<file path="config.mk">
export PLATFORM = sky130hd
export DESIGN_NAME = multicycle_controller
export DESIGN_NICKNAME = d
export VERILOG_FILES = /design/src/rtl/multicycle_controller.sv
export SDC_FILE = /design/constraint.sdc
export NUM_CORES = 1
export LEC_CHECK = 0
export CAP_MARGIN = 20
export CORE_AREA = 2 2 46 59
export DETAILED_ROUTE_END_ITERATION = 7
export DIE_AREA = 0 0 48 61
export PLACE_DENSITY = 0.71
export SETUP_SLACK_MARGIN = 0.15
export SKIP_CTS_REPAIR_TIMING = 1
export SYNTH_ARGS = -nofsm -noshare
export SYNTH_HDL_FRONTEND = slang
export SYNTH_SLANG_ARGS = --single-unit
export TNS_END_PERCENT = 10
</file>
<file path="constraint.sdc">
create_clock -name clk -period 1.5 [get_ports clk]
set_input_delay 0.3 -clock clk [delete_from_list [all_inputs] [get_ports clk]]
set_output_delay 0.3 -clock clk [all_outputs]
set_load 0.01 [all_outputs]
</file>
<file path="src/rtl/multicycle_controller.sv">
// multicycle_controller: RV32I multicycle sequencer driving ALU control, datapath selects and strobes.
// Build option: define ILLEGAL_TRAP_EN to trap unsupported opcodes in a sticky TRAP state.
module multicycle_controller (
  input  logic       clk,
  input  logic       rst_n,
  input  logic [6:0] op,
  input  logic [2:0] funct3,
  input  logic       funct7b5,
  input  logic       zero,
  input  logic       memReady,
  output logic       PCWrite,
  output logic       AdrSrc,
  output logic       MemWrite,
  output logic       IRWrite,
  output logic       RegWrite,
  output logic [1:0] ResultSrc,
  output logic [1:0] ALUSrcA,
  output logic [1:0] ALUSrcB,
  output logic [1:0] ImmSrc,
  output logic [2:0] ALUControl,
  output logic       illegalInstr
);
  typedef enum logic [3:0] {
    FETCH, DECODE, MEMADR, MEMREAD, MEMWB, MEMWRITE,
    EXECUTER, EXECUTEI, ALUWB, BEQ, JAL, TRAP
  } state_t;
  localparam logic [6:0] OP_LW  = 7'b0000011;
  localparam logic [6:0] OP_SW  = 7'b0100011;
  localparam logic [6:0] OP_R   = 7'b0110011;
  localparam logic [6:0] OP_I   = 7'b0010011;
  localparam logic [6:0] OP_BEQ = 7'b1100011;
  localparam logic [6:0] OP_JAL = 7'b1101111;
`ifdef ILLEGAL_TRAP_EN
  localparam state_t BAD = TRAP;
`else
  localparam state_t BAD = FETCH;
`endif
  state_t state, nxt;
  logic [1:0] alu_op;
  logic [2:0] funct_ctl;
  always_comb begin
    nxt = state;
    case (state)
      FETCH:    nxt = memReady ? DECODE : FETCH;
      DECODE:   nxt = (op == OP_LW || op == OP_SW) ? MEMADR :
                      op == OP_R   ? EXECUTER :
                      op == OP_I   ? EXECUTEI :
                      op == OP_BEQ ? BEQ :
                      op == OP_JAL ? JAL : BAD;
      MEMADR:   nxt = op == OP_SW ? MEMWRITE : MEMREAD;
      MEMREAD:  nxt = memReady ? MEMWB : MEMREAD;
      MEMWRITE: nxt = memReady ? FETCH : MEMWRITE;
      EXECUTER, EXECUTEI, JAL: nxt = ALUWB;
      MEMWB, ALUWB, BEQ:       nxt = FETCH;
      default:  nxt = state;
    endcase
  end
  // Registered selects and strobes are decoded from the next state so they align with the state register.
  always_ff @(posedge clk or negedge rst_n) begin
    if (!rst_n) begin
      state     <= FETCH;
      AdrSrc    <= 1'b0;
      MemWrite  <= 1'b0;
      RegWrite  <= 1'b0;
      ResultSrc <= 2'b10;
      ALUSrcA   <= 2'b00;
      ALUSrcB   <= 2'b10;
    end else begin
      state     <= nxt;
      AdrSrc    <= nxt inside {MEMREAD, MEMWRITE};
      MemWrite  <= nxt == MEMWRITE;
      RegWrite  <= nxt inside {MEMWB, ALUWB};
      ResultSrc <= nxt == FETCH ? 2'b10 : nxt == MEMWB ? 2'b01 : 2'b00;
      ALUSrcA   <= nxt inside {DECODE, JAL} ? 2'b01 :
                   nxt inside {MEMADR, EXECUTER, EXECUTEI, BEQ} ? 2'b10 : 2'b00;
      ALUSrcB   <= nxt inside {FETCH, JAL} ? 2'b10 :
                   nxt inside {DECODE, MEMADR, EXECUTEI} ? 2'b01 : 2'b00;
    end
  end
`ifdef ILLEGAL_TRAP_EN
  always_ff @(posedge clk or negedge rst_n) begin
    if (!rst_n) illegalInstr <= 1'b0;
    else        illegalInstr <= illegalInstr | (nxt == TRAP);
  end
`else
  assign illegalInstr = 1'b0;
`endif
  always_comb begin
    PCWrite   = rst_n & ((state == FETCH & memReady) | (state == BEQ & zero) | state == JAL);
    IRWrite   = rst_n & state == FETCH & memReady;
    ImmSrc    = op == OP_SW ? 2'b01 : op == OP_BEQ ? 2'b10 : op == OP_JAL ? 2'b11 : 2'b00;
    alu_op    = state == BEQ ? 2'b01 : state inside {EXECUTER, EXECUTEI} ? 2'b10 : 2'b00;
    funct_ctl = funct3 == 3'b000 ? ((op[5] & funct7b5) ? 3'b001 : 3'b000) :
                funct3 == 3'b010 ? 3'b101 :
                funct3 == 3'b110 ? 3'b011 :
                funct3 == 3'b111 ? 3'b010 : 3'b000;
    ALUControl = alu_op == 2'b01 ? 3'b001 : alu_op == 2'b10 ? funct_ctl : 3'b000;
  end
endmodule

</file>
==> impl_metrics.json <==
{
  "synth_seq_area_share_pct": 36.1,
  "ir_drop_v": 0.000387,
  "synth-adder-area-share_pct": 0,
  "synthCells": 96,
  "hold_violations": 0,
  "grt_pass1_wl_um": 3690,
  "r2r_cells": 7,
  "drive_gt1_share_pct": 42.0,
  "cts_tree": "yes",
  "rr_endpoint": "ALUSrcA[0]",
  "status": "finished with violations",
  "criticalPathCategory": "reg2out",
  "grt_max_degree": 14,
  "synth.area.mux_share_pct": 0,
  "die_y_um": 61,
  "worstPathRequired_ps": 1200,
  "leakage_nw": 0.863,
  "grt_pass1_vias": 920,
  "synth_top_cells_by_area": "dfrtp_1, dfstp_2, nand2_1",
  "seq_area_um2": 328,
  "syn-num-nets": 111,
  "synthSimpleGateAreaFrac_pct": 33.1,
  "vias_per_cell": 4.91,
  "drt-wirelength-per-cell_um": 13.1,
  "r2r_slack_ps": -250,
  "worstSetupStartpointType": "register",
  "fill_cells": 200,
  "max_freq_mhz": 553,
  "fin_crit_sh_pct": 120,
  "tns_ps": -2680,
  "crit_fanout": 5,
  "cts-htree-levels": 1,
  "grt_overflow": 0,
  "maxCapViolations": 0,
  "cts-buffers-inserted": 3,
  "synth-compound-area-share_pct": 23.6,
  "clkLatencyLatePin_ps": 270,
  "synth_area_per_cell_um2": 9.46,
  "min_period_ps": 1810,
  "yosysTopAreaCell": "dfrtp_1",
  "cp.arrival_ps": 1510,
  "setup_viol": 15,
  "violations": "negative setup slack",
  "synth_edf_count": 0,
  "final.setup.worst_slack_ps": -307,
  "ioPinCount": 32,
  "syn_area_um2": 908,
  "finClkSkew_ps": 1.17,
  "vias": 933,
  "synth_async_sr_flop_share_pct": 100,
  "grt_setup_unrepaired": "yes",
  "synth_top_family_by_area": "simple AND/OR/NAND/NOR gates",
  "final_antenna_net_count": 0,
  "yosysMostFrequentCell": "dfrtp_1",
  "rows": 20,
  "synth_flop_cell": "dfrtp_1",
  "multiInputGateArea_um2": 576,
  "rr_startpoint": "state[1]",
  "clock_path_buffers": 2,
  "layout.nets": 173,
  "cts_root_buffer": "clkbuf_4",
  "dp.final_hpwl_um": 1930,
  "core_area_um2": 2380,
  "critPathLaunch": "state[1]",
  "gp_congestion": 0.885,
  "start_util_pct": 38.2,
  "ys_types": 50,
  "crit_path_end": "PCWrite",
  "grtUsageTotal_pct": 17.7,
  "drc_errors": 0,
  "die_w_um": 48,
  "powerDensity_nw_per_um2": 420,
  "cts_sinks": 13,
  "routed_wl_um": 2500,
  "ys_top_cells_by_count": "dfrtp_1, nand2_1, nor2_1",
  "synth-xor-area-share_pct": 0.964,
  "synth_top_cell_area_share_pct": 30.3,
  "slew_viol_final": 0,
  "drt-initial-drc-count": 9,
  "synth-warning-count": 0,
  "n_antenna_cell": 0,
  "area_delta_synth_final_pct": 70.5,
  "ys_ff_latch": 13,
  "drtPass1Iterations": 4,
  "min_path_type": "in2async",
  "clk_pin_slew_ps": 70,
  "cp-end-kind": "output port",
  "antenna_found_initial": 0,
  "p_total_w": 0.000651,
  "port_buffers": 30,
  "dieArea_um2": 2930
}
through the flow:
stage,hold WS [ps],worst slack (ps),std cells,instance area (um2),utilization (%)
after floorplan,4.41,0.491,96,922,-
after global placement,607,-651,185,1470,61.7
after detailed placement,612,-671,185,1470,61.7
after CTS,387,-724,189,1490,62.8
after global routing,402,-368,190,1550,65.2
final,392,-307,190,1550,65.2
per-layer routing:
metal  wire length (um)  share of wire [%]  GRT usage (%)  up-vias
li1                   -                  -              -      471
met1                952                 38           18.9      441
met2               1460                 59           32.8       21
met3                 77                3.1           5.65        0
met4                  0                  0           3.47        0
met5                  0                  0              0        -
final cells by class:
| cell class | instances | area share (%) |
|---|---|---|
| clock buffers | 4 | 1.70 |
| well taps | 33 | 2.67 |
| flip-flops and latches | 13 | 21.2 |
| multi-input cells | 73 | 37.2 |
| repair buffers | 62 | 36.1 |
| inverters | 5 | 1.21 |
worst max-delay path, cell delays in order, from the launching register on:
cell and delay (ps):
dfrtp_1 420, buf_6 140, buf_12 120, nor2_4 80
a32oi_1 110, nor3b_1 200, buf_2 160
placed cells by master, fill, tap and decap left out, drive strengths merged, types with 2 or more instances in the layout:
cell type and count:
clkdlybuf4s50 11, o21ai 7, nor3b 3, o211ai 2
and3 3, nand2 10, a32oi 2, nand3 3
and2b 2, dfstp 2, buf 35, a21oi 4
inv 5, nor4b 2, dlymetal6s2s 12, clkbuf 8
nor2 8, nor2b 2, nand3b 3, dfrtp 11
a21o 2
how the worst min path moves through the flow:
stage / endpoint / slack [ps] / cells after the start
finish: state[3] / 390 / 2
floorplan: ALUSrcA[0] / 4 / 0
global placement: ResultSrc[0] / 610 / 2
detailed placement: ResultSrc[0] / 610 / 2
CTS: ALUSrcA[1] / 390 / 2
global route: state[3] / 400 / 2
cell families (layout without fill, tap and decap cells):
logic type / Yosys count / after routing
AND/OR/NAND/NOR: 45 / 45
buffers and inverters: 10 / 71
other: 1 / 1
flip-flops: 13 / 13
AO/OA/AOI/OAI: 26 / 26
XOR/XNOR: 1 / 1
registers in the layout, indices dropped and copies added, names as in the netlist:
register / flops
ResultSrc: 2
MemWrite: 1
ALUSrcB: 2
ALUSrcA: 2
AdrSrc: 1
state: 4
RegWrite: 1
report_power, final:
part / switching (W) / internal, W / total [W] / leakage [nW]
logic: 0.0000367 / 0.0000586 / 0.0000953 / 0.684
registers: 0 / 0.000351 / 0.000351 / 0.164
clock network: 0.000102 / 0.000103 / 0.000205 / 0.0150
No activity file was read; power rests on OpenSTA's default activity.
